<file path="config.mk">
export PLATFORM = sky130hd
export DESIGN_NAME = mdio_register_queue
export DESIGN_NICKNAME = d
export VERILOG_FILES = /design/src/rtl/mdio_register_queue.sv
export SDC_FILE = /design/constraint.sdc
export NUM_CORES = 1
export LEC_CHECK = 0
export ABC_AREA = 1
export CAP_MARGIN = 20
export CELL_PAD_IN_SITES_DETAIL_PLACEMENT = 0
export CELL_PAD_IN_SITES_GLOBAL_PLACEMENT = 2
export CORE_MARGIN = 2
export CORE_UTILIZATION = 40
export DETAILED_ROUTE_END_ITERATION = 6
export PLACE_DENSITY = 0.88
export SLEW_MARGIN = 10
export SYNTH_ARGS = -nofsm -noshare
export SYNTH_HDL_FRONTEND = slang
export SYNTH_SLANG_ARGS = --single-unit
</file>
<file path="constraint.sdc">
create_clock -name clk -period 5 [get_ports clk]
set_input_delay 0.75 -clock clk [delete_from_list [all_inputs] [get_ports clk]]
set_output_delay 0.75 -clock clk [all_outputs]
set_load 0.01 [all_outputs]
</file>
<file path="src/rtl/mdio_register_queue.sv">
// mdio_register_queue
//   Register-side command/response queue for the MDIO master. Host frames are
//   queued in a command FIFO and handed to the serial engine one at a time.
//   Read data returned by the engine is buffered in a response FIFO until the
//   host collects it. Response space is reserved before a read is dispatched,
//   so the response FIFO can never overflow.
//
//   Optional feature macro: MDIO_REG_ERROR_EN
//     defined   -> sticky error flag set by a push while full or a pop while empty
//     undefined -> error tied low, no error logic built
//
//   Ports
//     clk, reset          single clock, synchronous active-high reset
//     transmit_data_in/we host frame push; transmit_ready = command FIFO not full
//     receive_data/valid  show-ahead head of the response FIFO; receive_re pops
//     busy                command FIFO non-empty or a frame in progress
//     cmd_level/rsp_level FIFO occupancies
//     eng_frame/valid     frame offered to the engine, taken on eng_ready
//     eng_done/eng_rdata  end-of-frame pulse and read data from the engine
//     error               sticky error flag
//
//   state  | meaning
//   IDLE   | waiting for a dispatchable command at the FIFO head
//   ISSUE  | eng_valid high, waiting for eng_ready
//   WAIT   | frame accepted, waiting for eng_done
module mdio_register_queue #(
    parameter int CMD_DEPTH = 4,
    parameter int RSP_DEPTH = 4
) (
    input  logic                         clk,
    input  logic                         reset,
    input  logic [31:0]                  transmit_data_in,
    input  logic                         transmit_we,
    output logic                         transmit_ready,
    output logic [15:0]                  receive_data,
    output logic                         receive_valid,
    input  logic                         receive_re,
    output logic                         busy,
    output logic [$clog2(CMD_DEPTH):0]   cmd_level,
    output logic [$clog2(RSP_DEPTH):0]   rsp_level,
    output logic [31:0]                  eng_frame,
    output logic                         eng_valid,
    input  logic                         eng_ready,
    input  logic                         eng_done,
    input  logic [15:0]                  eng_rdata,
    output logic                         error
);

    localparam int CAW = $clog2(CMD_DEPTH);
    localparam int RAW = $clog2(RSP_DEPTH);

    typedef enum logic [1:0] {S_IDLE, S_ISSUE, S_WAIT} state_t;
    typedef logic [RAW+1:0] rsum_t;

    localparam logic [CAW:0] CPTR_ONE = 1;
    localparam logic [RAW:0] RPTR_ONE = 1;
    localparam rsum_t        RSP_LIM  = rsum_t'(RSP_DEPTH);

    state_t         state_q, state_d;
    logic [31:0]    cmd_mem_q [CMD_DEPTH];
    logic [31:0]    cmd_mem_d [CMD_DEPTH];
    logic [15:0]    rsp_mem_q [RSP_DEPTH];
    logic [15:0]    rsp_mem_d [RSP_DEPTH];
    logic [CAW:0]   cmd_wr_ptr_q, cmd_wr_ptr_d, cmd_rd_ptr_q, cmd_rd_ptr_d;
    logic [RAW:0]   rsp_wr_ptr_q, rsp_wr_ptr_d, rsp_rd_ptr_q, rsp_rd_ptr_d;
    logic [31:0]    eng_frame_q, eng_frame_d;
    logic           eng_valid_q, eng_valid_d;
    logic           pending_q, pending_d;

    logic           cmd_empty, cmd_full, cmd_push, cmd_pop;
    logic           rsp_empty, rsp_push, rsp_pop, rsp_room;
    logic [31:0]    cmd_head;
    logic           head_is_read;

    // Clause 22 read, or Clause 45 read / post-read-increment
    function automatic logic is_read_frame(input logic [31:0] f);
        return ((f[31:30] == 2'b01) && (f[29:28] == 2'b10)) ||
               ((f[31:30] == 2'b00) && f[29]);
    endfunction

    always_comb begin
        cmd_empty    = (cmd_wr_ptr_q == cmd_rd_ptr_q);
        cmd_full     = (cmd_wr_ptr_q[CAW] != cmd_rd_ptr_q[CAW]) &&
                       (cmd_wr_ptr_q[CAW-1:0] == cmd_rd_ptr_q[CAW-1:0]);
        rsp_empty    = (rsp_wr_ptr_q == rsp_rd_ptr_q);
        cmd_level    = cmd_wr_ptr_q - cmd_rd_ptr_q;
        rsp_level    = rsp_wr_ptr_q - rsp_rd_ptr_q;
        cmd_push     = transmit_we && !cmd_full;
        rsp_pop      = receive_re && !rsp_empty;
        cmd_head     = cmd_mem_q[cmd_rd_ptr_q[CAW-1:0]];
        head_is_read = is_read_frame(cmd_head);
        // Uses the registered level only: a host pop this cycle does not free space yet
        rsp_room     = (rsum_t'(rsp_level) + rsum_t'(pending_q)) < RSP_LIM;
    end

    always_comb begin
        state_d     = state_q;
        eng_frame_d = eng_frame_q;
        eng_valid_d = eng_valid_q;
        pending_d   = pending_q;
        cmd_pop     = 1'b0;
        rsp_push    = 1'b0;
        case (state_q)
            S_IDLE: begin
                // A read without response room blocks the head, keeping strict order
                if (!cmd_empty && (!head_is_read || rsp_room)) begin
                    cmd_pop     = 1'b1;
                    eng_frame_d = cmd_head;
                    eng_valid_d = 1'b1;
                    pending_d   = head_is_read;
                    state_d     = S_ISSUE;
                end
            end
            S_ISSUE: begin
                if (eng_ready) begin
                    eng_valid_d = 1'b0;
                    state_d     = S_WAIT;
                end
            end
            S_WAIT: begin
                if (eng_done) begin
                    rsp_push  = pending_q;
                    pending_d = 1'b0;
                    state_d   = S_IDLE;
                end
            end
            default: state_d = S_IDLE;
        endcase
    end

    always_comb begin
        cmd_mem_d = cmd_mem_q;
        if (cmd_push) cmd_mem_d[cmd_wr_ptr_q[CAW-1:0]] = transmit_data_in;
        cmd_wr_ptr_d = cmd_push ? cmd_wr_ptr_q + CPTR_ONE : cmd_wr_ptr_q;
        cmd_rd_ptr_d = cmd_pop  ? cmd_rd_ptr_q + CPTR_ONE : cmd_rd_ptr_q;

        rsp_mem_d = rsp_mem_q;
        if (rsp_push) rsp_mem_d[rsp_wr_ptr_q[RAW-1:0]] = eng_rdata;
        rsp_wr_ptr_d = rsp_push ? rsp_wr_ptr_q + RPTR_ONE : rsp_wr_ptr_q;
        rsp_rd_ptr_d = rsp_pop  ? rsp_rd_ptr_q + RPTR_ONE : rsp_rd_ptr_q;
    end

    always_ff @(posedge clk) begin
        if (reset) begin
            state_q      <= S_IDLE;
            cmd_wr_ptr_q <= '0;
            cmd_rd_ptr_q <= '0;
            rsp_wr_ptr_q <= '0;
            rsp_rd_ptr_q <= '0;
            eng_frame_q  <= '0;
            eng_valid_q  <= 1'b0;
            pending_q    <= 1'b0;
        end else begin
            state_q      <= state_d;
            cmd_wr_ptr_q <= cmd_wr_ptr_d;
            cmd_rd_ptr_q <= cmd_rd_ptr_d;
            rsp_wr_ptr_q <= rsp_wr_ptr_d;
            rsp_rd_ptr_q <= rsp_rd_ptr_d;
            eng_frame_q  <= eng_frame_d;
            eng_valid_q  <= eng_valid_d;
            pending_q    <= pending_d;
        end
    end

    // Storage needs no reset; occupancy is defined by the pointers alone
    always_ff @(posedge clk) begin
        cmd_mem_q <= cmd_mem_d;
        rsp_mem_q <= rsp_mem_d;
    end

    assign transmit_ready = !cmd_full;
    assign receive_valid  = !rsp_empty;
    assign receive_data   = rsp_empty ? 16'h0000 : rsp_mem_q[rsp_rd_ptr_q[RAW-1:0]];
    assign busy           = !cmd_empty || (state_q != S_IDLE);
    assign eng_frame      = eng_frame_q;
    assign eng_valid      = eng_valid_q;

`ifdef MDIO_REG_ERROR_EN
    logic error_q, error_d;

    always_comb begin
        error_d = error_q | (transmit_we && cmd_full) | (receive_re && rsp_empty);
    end

    always_ff @(posedge clk) begin
        if (reset) error_q <= 1'b0;
        else       error_q <= error_d;
    end

    assign error = error_q;
`else
    assign error = 1'b0;
`endif

endmodule
</file>
==> impl_results.md <==
* Clock sink count at 240
* H-Tree Level Count at 1
* Mapped cell area at 9420 sq um
* Largest net degree at the start of global routing at 67
* Final setup viols at 0
* Register area share after synthesis at 0.714
* Number of global-route vias before repair at 5,732
* Most common cell after layout, fill and taps aside: edfxtp_1
* Status: completed
* Cells along the critical path: buf_4 > inv_2 > ha_1 > nand3b_1 > or2_2 > clkdlybuf4s50_1
* DR vias at 6,008
* Clock power share at 0.318
* Syn avg cell area at 11.9 sq um
* Met3 GRT Util at 0.0330
* Clk Latency, worst-skew pair at 0.52 ns
* Final instance area at 11,800 sq um
* Clk pin slew, worst setup/hold paths at 0.06 ns
* Critical path endpoint category: primary output
* Share of layout cells above drive strength 1 at 0.0923
* M2 GR Usage at 0.269
* Post-CTS Hold Buffers at 0
* Top cell type's share of synthesized area at 0.612
* Vias per cell at 4.85
* Number of antenna violations at the first check in global routing at 1
* Endpoints failing hold at 0
* Nets at 971
* Dominant synthesized flop cell: edfxtp_1
* Synth Net Count at 863
* Clk_skew at 0.00975 ns
* Pwr/cell area at 519 nW/um^2
* Synth warnings at 0
* Pleak at 4.16 nW
* Hpwl dp at 11.3 mm
* Cell Area, Placed at 10,800 sq um
* Area growth from synthesis to layout at 24.8%
* CORE AREA at 23,300 sq um
* CP max stage delay at 0.48 ns
* Max-Cap Viols at 0
* Pre-Repair DR Iteration Count at 4
* CP Class: reg2out
* Ys async rst share at 0
* Largest delay share family, worst path: buffers and inverters
* CTS tree: yes
* Critical Path Fanout Max at 35
* Post-cts sizing count at 0
* Antenna cell count at 0
* Psw at 1.83 mW
* Die area at 24,800 sq um
* CP startpoint kind: flip-flop
* Post-CTS setup buffers at 0
* Met1 Track Usage GR at 0.209
* Post-synthesis cell count at 793
* Cell taking the most area after synthesis: edfxtp_1
* Horiz. Die Dim at 157 um
* Final period util at 0.728
* Iteration-0 DRC count of the detailed router at 389
* Detail Route Antenna Nets at 0
* Rows at 56
* Synth Register Bits at 240
* Buf/Inv on CP at 3
* Multi-input logic area at 2310 sq um
* Ports at 113
* Worst EP required at 4.25 ns
* Dpl cells at 1,189
* Most frequent cells in the layout: edfxtp_1 (192), nor2_1 (125), clkdlybuf4s50_1 (110), o21ai_0 (93), nand2_1 (92)
* Grt ovf at 0
* Gr usage total at 0.158
* Worst rel slew slack at 0.311
* Worst hold path class: reg2reg
* Post-synth cell types at 31
* Register area at 6730 sq um
* Die Y at 157 um
* Remaining DRCs at 0
* Fillers at 2,024
* Reg power frac at 0.409
* Non-Filler Instances at 1,240
* Largest cells by area after synthesis: edfxtp_1 (61%), dfxtp_1 (10%), nor2_1 (5.1%)
* Post-layout util at 0.504
* Routed len/inst at 15.8 um
* Port buffer count at 111
* Routed Wire Length at 19.6 mm
* GR peak layer: met2
* CTS Root Cell: clkbuf_16
* Slowest-stage cell, CP: clkdlybuf4s50_1
* Num CTS Buffers at 26
* Power after layout at 6.10 mW
* Post-synth EDFFs at 192
* Max Slew Vio Count at 0
* Fin crit period at 3.64 ns
* RSZ-0062 raised after global routing: false
* Fin Setup TNS at 0 ns
* Int Power at 4.27 mW
* Max rail drop VDD at 0.354 mV
* Initial Utilization at 0.404
* Switching share of power at 0.301
* Measured slew at the worst slew-check pin at 1.03 ns
* First-pass GRT wire length at 30.4 mm
* Achievable frequency at 275 MHz
* Data arrival, critical path at 2.89 ns
* Comb pwr share at 0.272
* Final Wtd Congestion at 0.722
* CTS Buffer Depth at 3
metal layers:
layer | vias up | part of all wire
met5 | - | 0.00066
met4 | 2 | 0.016
met3 | 27 | 0.055
met2 | 119 | 0.48
met1 | 2883 | 0.45
li1 | 2977 | -
synth_stat cells, drive strengths merged, types with 2 or more instances:
master / instances
edfxtp: 192
nor2: 130
o21ai: 100
nand2: 99
a21oi: 63
dfxtp: 48
inv: 44
clkbuf: 30
o22ai: 28
nand3: 18
buf: 14
ha: 14
fa: 2
nand3b: 2
xor2: 2
final cells by class:
class,instances,area share
clock buffers,33,0.0628
clock inverters,15,0.0137
inverters,45,0.0144
multi-input cells,464,0.197
flip-flops and latches,240,0.572
well taps,319,0.0340
repair buffers,124,0.106
power by group through the flow:
stage	clock network [mW]	logic, mW	registers (mW)
2_1_floorplan	0	0.986	2.58
3_3_place_gp	0	1.66	2.54
3_5_place_dp	0	1.67	2.54
4_1_cts	1.98	1.68	2.50
5_1_grt	2.07	1.86	2.52
6_report	1.94	1.66	2.50
path summary, 6_finish.rpt:
| kind | startpoint | to | slack, ns | cells after the start |
|---|---|---|---|---|
| min | eng_frame[21]$_SDFFE_PP0P_ | eng_frame[21]$_SDFFE_PP0P_ | 0.46 | 2 |
| max | cmd_rd_ptr_q[1]$_SDFFE_PP0P_ | busy | 1.36 | 6 |
| max reg2reg | cmd_rd_ptr_q[1]$_SDFFE_PP0P_ | cmd_mem_q[60]$_DFFE_PP_ | 1.88 | 6 |
| min reg2reg | eng_frame[21]$_SDFFE_PP0P_ | eng_frame[21]$_SDFFE_PP0P_ | 0.46 | 2 |
flip-flops by register name, summed over array words and instances, names as in the netlist:
register,count
cmd_rd_ptr_q,3
rsp_wr_ptr_q,3
cmd_mem_q,128
state_q,2
pending_q,1
eng_frame,32
rsp_mem_q,64
rsp_rd_ptr_q,3
cmd_wr_ptr_q,3
eng_valid,1
kinds of logic (layout without fill, tap and decap cells):
| kind of cell | count (synthesis) | count (layout) | synth area share |
|---|---|---|---|
| other | 1 | 1 | 0.000398 |
| AND/OR/NAND/NOR | 254 | 254 | 0.109 |
| flip-flops | 240 | 240 | 0.714 |
| XOR/XNOR | 2 | 2 | 0.00186 |
| adder cells (fa/ha/maj) | 16 | 16 | 0.0228 |
| AO/OA/AOI/OAI | 191 | 191 | 0.108 |
| buffers and inverters | 89 | 217 | 0.0441 |
worst min-delay path, cell delays in order, from the launching register on:
cell     delay [ns]
dfxtp_1        0.31
nand2_1        0.06
a21oi_1        0.05
through the flow:
stage | worst slack (ns) | hold WS, ns
after floorplan | 1.82 | 0.441
after global placement | 1.80 | 0.455
after detailed placement | 1.78 | 0.458
after CTS | 1.31 | 0.467
after global routing | 1.16 | 0.481
final | 1.36 | 0.464
Power figures use the tool's default switching activity.
